File: config.mk
export PLATFORM = sky130hd
export DESIGN_NAME = note_lookup_bsearch
export DESIGN_NICKNAME = d
export VERILOG_FILES = /design/src/rtl/note_lookup_bsearch.sv
export SDC_FILE = /design/constraint.sdc
export NUM_CORES = 1
export LEC_CHECK = 0
export BUFFER_PORTS_ARGS = -buffer_cell sky130_fd_sc_hd__buf_2
export CAP_MARGIN = 20
export CELL_PAD_IN_SITES_DETAIL_PLACEMENT = 0
export CELL_PAD_IN_SITES_GLOBAL_PLACEMENT = 1
export CORE_ASPECT_RATIO = 0.7
export CORE_MARGIN = 4
export CORE_UTILIZATION = 43
export CTS_CLUSTER_SIZE = 12
export DETAILED_ROUTE_END_ITERATION = 10
export HOLD_SLACK_MARGIN = 0.12
export PLACE_DENSITY = 0.86
export SLEW_MARGIN = 5
export SYNTH_ARGS = -nofsm -noshare
export SYNTH_HDL_FRONTEND = slang
export SYNTH_SLANG_ARGS = --single-unit
File: constraint.sdc
create_clock -name clk_in -period 6.3 [get_ports clk_in]
set_clock_uncertainty 0.2 [all_clocks]
set_input_delay 0.945 -clock clk_in [delete_from_list [all_inputs] [get_ports clk_in]]
set_output_delay 0.945 -clock clk_in [all_outputs]
set_load 0.02 [all_outputs]
File: src/rtl/note_lookup_bsearch.sv
// FFT peak bin to note index mapper using a fixed-latency binary search over a floor table.
// Define NOTE_LOOKUP_TBL_WR_EN to make the table writable at run time.
module note_lookup_bsearch #(
    parameter int unsigned BIN_WIDTH   = 13,
    parameter int unsigned NUM_NOTES   = 22,
    parameter int unsigned FLOOR_WIDTH = 10,
    parameter int unsigned NOTE_WIDTH  = 6,
    parameter int unsigned BASE_NOTE   = 32
) (
    input  logic                         clk_in,
    input  logic                         rst_n_in,
    input  logic [BIN_WIDTH-1:0]         bin_index_in,
    input  logic                         bin_valid_in,
    output logic                         bin_ready_out,
    output logic [NOTE_WIDTH-1:0]        note_index_out,
    output logic                         miss_out,
    output logic                         note_valid_out,
    input  logic                         note_ready_in,
    input  logic                         tbl_we_in,
    input  logic [$clog2(NUM_NOTES)-1:0] tbl_addr_in,
    input  logic [FLOOR_WIDTH-1:0]       tbl_data_in
);

    localparam int unsigned PosW  = $clog2(NUM_NOTES + 1);
    localparam int unsigned Steps = $clog2(NUM_NOTES + 1);
    localparam int unsigned IterW = $clog2(Steps + 1);
    localparam int unsigned CmpW  = (BIN_WIDTH > FLOOR_WIDTH) ? BIN_WIDTH : FLOOR_WIDTH;

    typedef enum logic [1:0] {StIdle, StSearch, StDone} state_e;

    function automatic logic [FLOOR_WIDTH-1:0] default_floor(input int unsigned idx);
        logic [FLOOR_WIDTH-1:0] f;
        case (idx)
            0:  f = FLOOR_WIDTH'(63);
            1:  f = FLOOR_WIDTH'(66);
            2:  f = FLOOR_WIDTH'(70);
            3:  f = FLOOR_WIDTH'(74);
            4:  f = FLOOR_WIDTH'(79);
            5:  f = FLOOR_WIDTH'(84);
            6:  f = FLOOR_WIDTH'(89);
            7:  f = FLOOR_WIDTH'(94);
            8:  f = FLOOR_WIDTH'(100);
            9:  f = FLOOR_WIDTH'(106);
            10: f = FLOOR_WIDTH'(112);
            11: f = FLOOR_WIDTH'(119);
            12: f = FLOOR_WIDTH'(126);
            13: f = FLOOR_WIDTH'(133);
            14: f = FLOOR_WIDTH'(141);
            15: f = FLOOR_WIDTH'(149);
            16: f = FLOOR_WIDTH'(158);
            17: f = FLOOR_WIDTH'(168);
            18: f = FLOOR_WIDTH'(178);
            19: f = FLOOR_WIDTH'(188);
            20: f = FLOOR_WIDTH'(200);
            21: f = FLOOR_WIDTH'(212);
            default: f = '1;
        endcase
        return f;
    endfunction

    state_e                 state_q;
    logic [BIN_WIDTH-1:0]   bin_q;
    logic [PosW-1:0]        lo_q, hi_q;
    logic [IterW-1:0]       iter_q;
    logic [FLOOR_WIDTH-1:0] tbl [NUM_NOTES];

`ifdef NOTE_LOOKUP_TBL_WR_EN
    logic tbl_wr;
    assign tbl_wr        = (state_q == StIdle) && tbl_we_in && (32'(tbl_addr_in) < NUM_NOTES);
    assign bin_ready_out = (state_q == StIdle) && !tbl_we_in;

    always_ff @(posedge clk_in or negedge rst_n_in) begin
        if (!rst_n_in) begin
            for (int unsigned i = 0; i < NUM_NOTES; i++) tbl[i] <= default_floor(i);
        end else if (tbl_wr) begin
            tbl[tbl_addr_in] <= tbl_data_in;
        end
    end
`else
    logic unused_tbl_port;
    assign unused_tbl_port = ^{tbl_we_in, tbl_addr_in, tbl_data_in};
    assign bin_ready_out   = (state_q == StIdle);

    always_comb begin
        for (int unsigned i = 0; i < NUM_NOTES; i++) tbl[i] = default_floor(i);
    end
`endif

    logic [PosW:0]      mid_sum;
    logic [PosW-1:0]    mid, lo_step, hi_step;
    logic [CmpW-1:0]    mid_floor, bin_cmp;

    // mid can equal NUM_NOTES once the range has collapsed; the mux keeps that read in range.
    always_comb begin
        mid_sum   = {1'b0, lo_q} + {1'b0, hi_q};
        mid       = mid_sum[PosW:1];
        mid_floor = '1;
        for (int unsigned i = 0; i < NUM_NOTES; i++) begin
            if (PosW'(i) == mid) mid_floor = CmpW'(tbl[i]);
        end
        bin_cmp = CmpW'(bin_q);
        lo_step = lo_q;
        hi_step = hi_q;
        if (lo_q < hi_q) begin
            if (mid_floor >= bin_cmp) hi_step = mid;
            else                      lo_step = mid + PosW'(1);
        end
    end

    always_ff @(posedge clk_in or negedge rst_n_in) begin
        if (!rst_n_in) begin
            state_q        <= StIdle;
            bin_q          <= '0;
            lo_q           <= '0;
            hi_q           <= '0;
            iter_q         <= '0;
            note_index_out <= '0;
            miss_out       <= 1'b0;
            note_valid_out <= 1'b0;
        end else begin
            case (state_q)
                StIdle: begin
                    if (bin_valid_in && bin_ready_out) begin
                        bin_q   <= bin_index_in;
                        lo_q    <= '0;
                        hi_q    <= PosW'(NUM_NOTES);
                        iter_q  <= '0;
                        state_q <= StSearch;
                    end
                end
                StSearch: begin
                    lo_q   <= lo_step;
                    hi_q   <= hi_step;
                    iter_q <= iter_q + IterW'(1);
                    if (iter_q == IterW'(Steps - 1)) begin
                        state_q        <= StDone;
                        note_valid_out <= 1'b1;
                        if (lo_step == PosW'(NUM_NOTES)) begin
                            miss_out       <= 1'b1;
                            note_index_out <= '0;
                        end else begin
                            miss_out       <= 1'b0;
                            note_index_out <= NOTE_WIDTH'(BASE_NOTE) + NOTE_WIDTH'(lo_step);
                        end
                    end
                end
                StDone: begin
                    if (note_ready_in) begin
                        note_valid_out <= 1'b0;
                        state_q        <= StIdle;
                    end
                end
                default: state_q <= StIdle;
            endcase
        end
    end

endmodule

==> results of run 1 <==
logic make-up (layout without fill, tap and decap cells):
logic type               Yosys count  in the layout  share of synthesized area (%)
AO/OA/AOI/OAI                     94             94                           21.1
XOR/XNOR                           9              9                           3.77
adder cells (fa/ha/maj)           29             29                           12.5
buffers and inverters             45             66                           5.97
flip-flops                        36             36                           30.5
multiplexers                      12             12                           4.23
AND/OR/NAND/NOR                  133            133                           21.9
registers in the layout, summed over array words and instances, names as in the netlist:
name / count
miss_out: 1
note_index_out: 6
lo_q: 5
state_q: 2
iter_q: 3
note_valid_out: 1
hi_q: 5
bin_cmp: 13
synthesized netlist by cell type (all sizes together), types with 6 or more instances:
cell / count / area [um2]
dfrtp: 36 / 901
a21oi: 17 / 96.4
o2bb2ai: 6 / 52.6
xnor2: 7 / 80.1
o21ai: 38 / 190
nand4: 7 / 43.8
ha: 28 / 350
nor2: 30 / 113
nand2: 44 / 165
nor2b: 6 / 37.5
clkbuf: 14 / 52.6
mux2i: 8 / 80.1
nand2b: 7 / 43.8
inv: 27 / 101
nand3: 11 / 55.1
nor3: 8 / 45.0
worst max-delay path, cell delays in order (launching register included):
cell and delay, ns:
dfrtp_1 0.45, and2_1 0.20, fa_1 0.43, xnor2_1 0.41, ha_1 0.50, inv_1 0.25
nor3_1 0.23, ha_1 0.27, a21oi_1 0.08, and4_1 0.20, and2_1 0.22, ha_1 0.34
nand4_1 0.13, nor2_1 0.12, o31ai_1 0.09, a311oi_1 0.38, or3_1 0.46, mux2_2 0.40
mux2_2 0.26
layout by cell type (no fill, tap or decap), drive strengths merged, types with 11 or more instances in the layout:
master	count
nand2	44
nor2	30
o21ai	38
nand3	11
a21oi	17
dfrtp	36
buf	31
inv	27
ha	28
worst max path at each step:
stage / startpoint / end / slack, ns / depth (start not counted)
after floorplan: lo_q[0]$_DFFE_PN0P_ / hi_q[4]$_DFFE_PN0P_ / 1.44 / 18
after global placement: lo_q[0]$_DFFE_PN0P_ / miss_out$_DFFE_PN0P_ / 0.73 / 18
after detailed placement: lo_q[0]$_DFFE_PN0P_ / miss_out$_DFFE_PN0P_ / 0.66 / 18
after CTS: lo_q[0]$_DFFE_PN0P_ / miss_out$_DFFE_PN0P_ / 0.63 / 18
after global routing: lo_q[0]$_DFFE_PN0P_ / note_index_out[2]$_DFFE_PN0P_ / 0.18 / 17
final: lo_q[0]$_DFFE_PN0P_ / miss_out$_DFFE_PN0P_ / 0.56 / 18
area by class of cell:
cell class	instances	area, um2
clock inverters	3	18.8
well taps	91	114
clock buffers	5	68.8
fillers	638	3200
flip-flops and latches	36	901
repair buffers	31	170
multi-input cells	277	1880
inverters	27	101
per-layer routing:
layer / share of wire [%] / up-vias / track usage, %
li1: - / 1310 / -
met1: 52 / 1193 / 27.0
met2: 41 / 94 / 25.2
met3: 6.4 / 10 / 4.23
met4: 1.0 / 0 / 3.32
met5: 0 / - / 0
through the flow:
step | setup WS, ns | hold slack [ns] | cells | area [um2]
2_1_floorplan | 1.44 | 0.258 | 358 | 2960
3_3_place_gp | 0.732 | 0.267 | 462 | 3160
3_5_place_dp | 0.664 | 0.270 | 462 | 3160
4_1_cts | 0.630 | 0.293 | 470 | 3250
5_1_grt | 0.185 | 0.320 | 470 | 3250
6_report | 0.561 | 0.286 | 470 | 3250
==> results.md, run 1 <==
* Status: finished, final reports clean
* Cts hold-fix bufs at 0
* Hold path depth at 2
* Die H at 77.4 um
* Number of flops mapped to enable cells by yosys at 0
* Post CTS Setup Buffer Count at 0
* Fin crit share at 91.1%
* Max cap viols at 0
* Clk Latency, worst-skew pair at 0.29 ns
* Resize count post-CTS at 0
* Fin nets at 440
* Flop2flop setup slack at 0.56 ns
* WS Path Type: flop to flop
* Initial detailed-routing violation count at ~190
* Largest fanout on the critical path at 12
* Mean Syn Cell Area at between 8 and 9 um2
* Worst Hold Path EP: note_index_out[5]$_DFFE_PN0P_
* Slew margin rel. at between 30% and 40%
* Clock buffers created by TritonCTS at 5
* R2R cell count at 18
* Synth Flop Type: dfrtp_1
* RR Endpoint: miss_out$_DFFE_PN0P_
* Worst hold start: note_index_out[5]$_DFFE_PN0P_
* Die Wd at 107 um
* Tmin final at 5.74 ns
* H-Tree Depth at 2
* Cell Area, Synth at 2960 um2
* Layout cells sized above 1 at 13.5%
* GRT Util Overall at approximately 18%
* CP Launch Type: flop
* Hold/Removal Path Class: flop to flop
* Cells after Synth at 358
* Yosys warnings at 0
* IO Pins at between 40 and 50
* Initial antenna violation count at 0
* Placement Rows at 24
* Core Box Area at 6460 um2
* Port buffer count at 25
* Die area at slightly above 8000 um2
* First-pass GRT wire length at 12.1 mm
* RR Startpoint: lo_q[0]$_DFFE_PN0P_
* Avg WL per Cell at around 15 um
* Via/cell ratio at 5.55
* Final Setup Violations at 0
* Sequential-to-total area share from yosys stat at 30.5%
* CP arrival at about 5.7 ns
* Synth-to-Final Area Change at 10.0%
* Unique masters post-synth at 56
* Fmax at 174 MHz
* Vias in the first global route at between 2000 and 2500
* Asr flop ratio synth at 100%
* Max clock buf depth at 2
* Post-route ant nets at 0
* Slew @ Worst Pin at 0.925 ns
* DRC at 0
* Fin. max-slew vios at 0
* FF+latch count, synth at 36
* RSZ-0062 raised after global routing: no
* Finished Core Util at 50.4%
* Hold Fails Final Rpt at 0
* Grt total ovfl at 0
* Clk sink count at 36
* Data required time of the worst path at 6.27 ns
* Initial DRT Pass Iterations at 5
* Post-DP HPWL at around 5.4 mm
* Final TNS setup at 0 ns
* CP endpoint kind: flop
* CTS tree: built
* Initial core utilization at 45.8%
* Root buffer cell: clkbuf_8
* Ant. Diodes at 0
* Final WL at roughly 7.1 mm
* Vias at between 2000 and 3000
* Gpl congestion at ~0.87
* Reg clk slew, reported paths at 0.07 ns
* Largest net degree at the start of global routing at 37
* Syn Nets at 420
Power of run 1 is left out: the tool's default activity adds up to more than one toggle a clock period on the data nets, which glitch-free logic cannot reach.
==> inputs of run 2 (changes only) <==
- clock period: 6.3 -> 5.86 ns (I/O delays scaled with it)
==> run 2 against run 1 <==
Sequential share of layout area decreased by 0.43 points. Setup slack got worse by 0.12 ns. First-iteration DRC count decreased by 22%. Non-clock buffer count increased by 4. Critical endpoint is now lo_q[0]$_DFFE_PN0P_. Wire length decreased by 1.1%. Hold slack improved by 0.0010 ns. Critical path depth unchanged. Die area unchanged. Maximum frequency increased by 5.9%. Largest cell class unchanged. Global-route usage increased by 0.18 points. Utilization increased by 0.79 points. Flip-flop and latch count unchanged.
==> results.md, run 2 (synthesized netlist as in run 1, its figures left out) <==
* Worst Setup SP: lo_q[0]$_DFFE_PN0P_
* Clock buffers created by TritonCTS at 5
* RR Endpoint: lo_q[0]$_DFFE_PN0P_
* Largest net degree at the start of global routing at 37
* Synth-to-Final Area Change at 11.8%
* CP arrival at 5.43 ns
* Max FFs per register at 13
* Root buffer cell: clkbuf_8
* Initial DRT Pass Iterations at 5
* Slew margin rel. at between 30% and 40%
* CP max stage delay at roughly 0.64 ns
* Clk Latency, worst-skew pair at 0.29 ns
* Vias in the first global route at between 2000 and 3000
* Initial detailed-routing violation count at 151
* First-pass GRT wire length at 12.3 mm
* IO Pins at 42
* RR Startpoint: lo_q[0]$_DFFE_PN0P_
* GRT Util Overall at 17.8%
* Critical path capture point: lo_q[0]$_DFFE_PN0P_
* Hold/Removal Path Class: flop to flop
* Status: finished, final reports clean
* CP endpoint kind: flop
* FILL cells at 650
* Multi-input logic area at 1890 um2
* Hold Fails Final Rpt at 0
* CP Launch Type: flop
* Avg WL per Cell at 14.9 um
* Fin nets at 444
* Tmin final at 5.42 ns
* Initial antenna violation count at 0
* Fin area at 3300 um2
* Post-route ant nets at 0
* Worst path cell trace: and2_1 -> fa_1 -> inv_1 -> ha_1 -> nor2b_1 -> nor2_1 -> a2111oi_0 -> o221a_2 -> o21ai_0 -> ha_1 -> o21ai_0 -> a21oi_1 -> o31ai_1 -> a311oi_1 -> or3_1 -> buf_4 -> or2_2 -> o2bb2ai_1
* Post-DP HPWL at ~5.4 mm
* Die H at 77.4 um
* Core Box Area at 6460 um2
* Placement Rows at 24
* Gpl congestion at 0.867
* Post CTS Setup Buffer Count at 0
* Slowest-stage cell, CP: fa_1
* R2R cell count at 18
* Final WL at about 7.0 mm
* Fin. max-slew vios at 0
* DRC at 0
* Post-place instance area at 3190 um2
* CTS tree: built
* Die Wd at 107 um
* RSZ-0062 raised after global routing: no
* Clk sink count at 36
* Via/cell ratio at 5.60
* Initial core utilization at 45.8%
* Final Setup Violations at 0
* Slew @ Worst Pin at around 0.9 ns
* Flop2flop setup slack at roughly 0.44 ns
* Max cap viols at 0
* Largest fanout on the critical path at 8
* Ant. Diodes at 0
* WS Path Type: flop to flop
* Reg clk slew, reported paths at roughly 0.070 ns
* Layout cells sized above 1 at around 15%
* Fin crit share at between 90% and 100%
* Most common cell after layout, fill and taps aside: nand2_1
* Seq. cell area at 901 um2
* Vias at 2654
* Most frequent cells in the layout: nand2_1 (44), o21ai_0 (37), dfrtp_1 (36)
* Data required time of the worst path at 5.87 ns
* Final TNS setup at 0 ns
* Port buffer count at 25
* Fmax at between 150 and 200 MHz
* Grt total ovfl at 0
* Max clock buf depth at 2
* Die area at 8280 um2
* H-Tree Depth at 2
-- run 2: critical path: cells and delay by family (launching register included) --
kind,cells,cell delay (ns)
fa+ha+maj,3,1.22
simple gates,5,1.42
flops,1,0.46
buf+inv,2,0.35
compound gates,8,1.68
-- run 2: routing by layer --
metal	track usage [%]	wire length, um	vias to the layer above
met3	3.65	412	7
li1	-	-	1320
met2	26.3	2900	77
met5	0	0	-
met4	3.32	50	0
met1	27.1	3690	1250
-- run 2: worst min path at each step --
| stage | start | to | slack [ns] | depth (start not counted) |
|---|---|---|---|---|
| after CTS | note_index_out[4]$_DFFE_PN0P_ | note_index_out[4]$_DFFE_PN0P_ | 0.29 | 2 |
| after detailed placement | note_index_out[5]$_DFFE_PN0P_ | note_index_out[5]$_DFFE_PN0P_ | 0.27 | 2 |
| final | note_index_out[4]$_DFFE_PN0P_ | note_index_out[4]$_DFFE_PN0P_ | 0.29 | 2 |
| after global placement | note_index_out[5]$_DFFE_PN0P_ | note_index_out[5]$_DFFE_PN0P_ | 0.27 | 2 |
| after global routing | note_index_out[4]$_DFFE_PN0P_ | note_index_out[4]$_DFFE_PN0P_ | 0.31 | 2 |
| after floorplan | state_q[1]$_DFFE_PN0P_ | state_q[0]$_DFFE_PN0P_ | 0.26 | 1 |
-- run 2: repair_timing --
item / CTS / global route
endpoints found under the setup margin: 0 / 1
resized for setup: 0 / 3
hold buffers: 0 / 0
-- run 2: metrics by stage --
| stage | utilization, % | instances | setup slack (ns) | hold slack, ns |
|---|---|---|---|---|
| detailed placement | 49.5 | 466 | 0.491 | 0.272 |
| finish | 51.2 | 474 | 0.442 | 0.287 |
| global route | 51.2 | 474 | 0.0400 | 0.313 |
| floorplan | - | 358 | 1.00 | 0.258 |
| CTS | 51.0 | 474 | 0.433 | 0.293 |
| global placement | 49.5 | 466 | 0.465 | 0.268 |
-- run 2: cell type report --
class | instances | area share, %
inverters | 27 | 3.07
well taps | 91 | 3.45
clock buffers | 6 | 2.50
repair buffers | 35 | 6.06
multi-input cells | 277 | 57.2
flip-flops and latches | 36 | 27.3
clock inverters | 2 | 0.417
Power of run 2 is left out for the same reason.
==> inputs of run 3 (changes only) <==
- ABC_AREA: default -> 1
- CORE_UTILIZATION: 43 -> 41
==> run 3 against run 2 <==
Maximum frequency up 5.5%. Sequential share of layout area up 1.9 points. Non-clock buffer count down 10. Final cell count up 7.8%. Final area down 6.5%. Largest cell class unchanged. Flip-flop and latch count unchanged. Global-route usage down 1.5 points. Area after synthesis down 6.1%. Via count down 6.3%. Synthesized cell count up 8.9%. Setup slack better by 0.28 ns. Die area down 1.4%.
==> results.md, run 3 <==
* CP endpoint kind: flop
* Post-place instance area at 3000 um2
* Placement Rows at 24
* CP delay by family, top: simple AND/OR/NAND/NOR gates
* Max clock buf depth at 2
* Root buffer cell: clkbuf_8
* Avg WL per Cell at 11.8 um
* Unique masters post-synth at 36
* Hold Fails Final Rpt at 0
* Cell Area, Synth at ~2800 um2
* CP Launch Type: flop
* Clk Latency, worst-skew pair at approximately 0.28 ns
* Tmin final at 5.14 ns
* Data required time of the worst path at just under 6 ns
* Fin nets at between 400 and 500
* Max cap viols at 0
* Final TNS setup at 0 ns
* Largest net degree at the start of global routing at 37
* Slowest-stage cell, CP: xnor2_1
* Grt total ovfl at 0
* CP max stage delay at 0.44 ns
* Top cells by area, synth: dfrtp_1 (32%), nand2_1 (13%), ha_1 (13%)
* Synth top cells by count: nand2_1 (95), inv_1 (54), nor2_1 (40), dfrtp_1 (36), o21ai_0 (36)
* Max FFs per register at 13
* Busiest grt layer: met1
* Initial antenna violation count at 0
* Post-route ant nets at 0
* Ant. Diodes at 0
* Final Setup Violations at 0
* IO Pins at 42
* Clock buffers created by TritonCTS at 5
* Synth top area share at between 30 and 40%
* Die H at 76.8 um
* Met3 Track Usage GR at 3.10%
* Synth-to-Final Area Change at 11.3%
* Post-DP HPWL at 4.91 mm
* Buf+Inv Stages, Crit Path at 4
* Asr flop ratio synth at 100%
* Die Wd at 106 um
* Final WL at a little over 6 mm
* Vias in the first global route at 2370
* Cells after Synth at 390
* Port buffer count at 25
* CP arrival at 5.11 ns
* First-pass GRT wire length at 11.1 mm
* Largest fanout on the critical path at 10
* Post CTS Setup Buffer Count at 0
* Hold/Removal Path Class: flop to flop
* Slew @ Worst Pin at between 0.7 and 0.8 ns
* Core Box Area at 6400 um2
* M2 GR Usage at 22.7%
* Initial DRT Pass Iterations at 4
* Slew margin rel. at 47.6%
* RSZ-0062 raised after global routing: no
* GRT Util Overall at 16.3%
* FF+latch count, synth at 36
* Cts hold-fix bufs at 0
* WS Path Type: flop to flop
* Clk sink count at 36
* Synth Flop Type: dfrtp_1
* Most common cell after layout, fill and taps aside: nand2_1
* Gpl congestion at around 0.85
* Fin crit share at 87.7%
* Layout cells sized above 1 at 14.5%
* Fin. max-slew vios at 0
* Fin area at 3090 um2
* Met1 usage at roughly 26%
* Vias at 2487
* Status: finished, final reports clean
* FILL cells at 661
* Yosys warnings at 0
* Synth area leader: dfrtp_1
* Die area at 8170 um2
* Initial core utilization at 43.4%
* H-Tree Depth at 2
* Most frequent cells in the layout: nand2_1 (95), inv_1 (54), nor2_1 (40)
* Fmax at 195 MHz
* Resize count post-CTS at 0
* Number of flops mapped to enable cells by yosys at 0
* CTS tree: built
* Mean Syn Cell Area at between 7 and 8 um2
* Most common cell in the netlist: nand2_1
* Via/cell ratio at 4.87
* DRC at 0
* Syn Nets at about 450
* Initial detailed-routing violation count at ~140
* Sequential-to-total area share from yosys stat at 32.5%
* Reg clk slew, reported paths at about 0.070 ns
## run 3: changes by cell type after synthesis, moves of 6 or more
cell,before,now
clkbuf_1,14,3
inv_1,27,54
inv_2,0,7
mux2i_1,8,0
nand2_1,44,95
nand2_2,0,6
nand2b_1,7,0
nand3_1,11,21
nor2_1,30,40
nor2b_1,6,0
nor3_1,7,1
o21ai_1,1,10
o2bb2ai_1,6,0
## run 3: cell type report
| cell class | count | area [um2] | area share (%) |
|---|---|---|---|
| Inverter | 62 | 233 | 7.54 |
| Timing Repair Buffer | 25 | 125 | 4.05 |
| Clock inverter | 1 | 8.76 | 0.284 |
| Sequential cell | 36 | 901 | 29.2 |
| Multi-Input combinational cell | 289 | 1630 | 52.8 |
| Tap cell | 91 | 114 | 3.69 |
| Clock buffer | 7 | 76.3 | 2.47 |
## run 3: logic make-up (layout without fill, tap and decap cells)
| family | after synthesis | in the layout | synth area share [%] |
|---|---|---|---|
| flops | 36 | 36 | 32.5 |
| compound gates | 74 | 74 | 15.3 |
| buf+inv | 65 | 95 | 8.79 |
| xor+xnor | 2 | 2 | 0.631 |
| fa+ha+maj | 29 | 29 | 13.3 |
| simple gates | 184 | 184 | 29.5 |
## run 3: final timing paths
path | start | to | slack (ns) | cells after the start
max | hi_q[0]$_DFFE_PN0P_ | note_index_out[2]$_DFFE_PN0P_ | 0.72 | 26
min | iter_q[2]$_DFFE_PN0P_ | iter_q[2]$_DFFE_PN0P_ | 0.26 | 1
max reg2reg | hi_q[0]$_DFFE_PN0P_ | note_index_out[2]$_DFFE_PN0P_ | 0.72 | 26
min reg2reg | iter_q[2]$_DFFE_PN0P_ | iter_q[2]$_DFFE_PN0P_ | 0.26 | 1
max in group asynchronous | rst_n_in | bin_cmp[7]$_DFFE_PN0P_ | 4.49 | 1
min in group asynchronous | rst_n_in | state_q[1]$_DFFE_PN0P_ | 0.47 | 1
## run 3: through the flow
step / utilization (%) / hold slack (ns) / instances / worst slack [ns]
2_1_floorplan: - / 0.234 / 390 / 1.72
3_3_place_gp: 46.9 / 0.252 / 503 / 0.875
3_5_place_dp: 46.9 / 0.251 / 503 / 0.805
4_1_cts: 48.3 / 0.262 / 511 / 0.760
5_1_grt: 48.3 / 0.317 / 511 / 0.0377
6_report: 48.3 / 0.258 / 511 / 0.722
## run 3: per-layer routing
metal  routed length, um  up-vias
met5                   0        -
met4                  49        0
met3                 322        5
met2                2330       49
met1                3350     1117
li1                    -     1316
Power of run 3 is left out for the same reason.
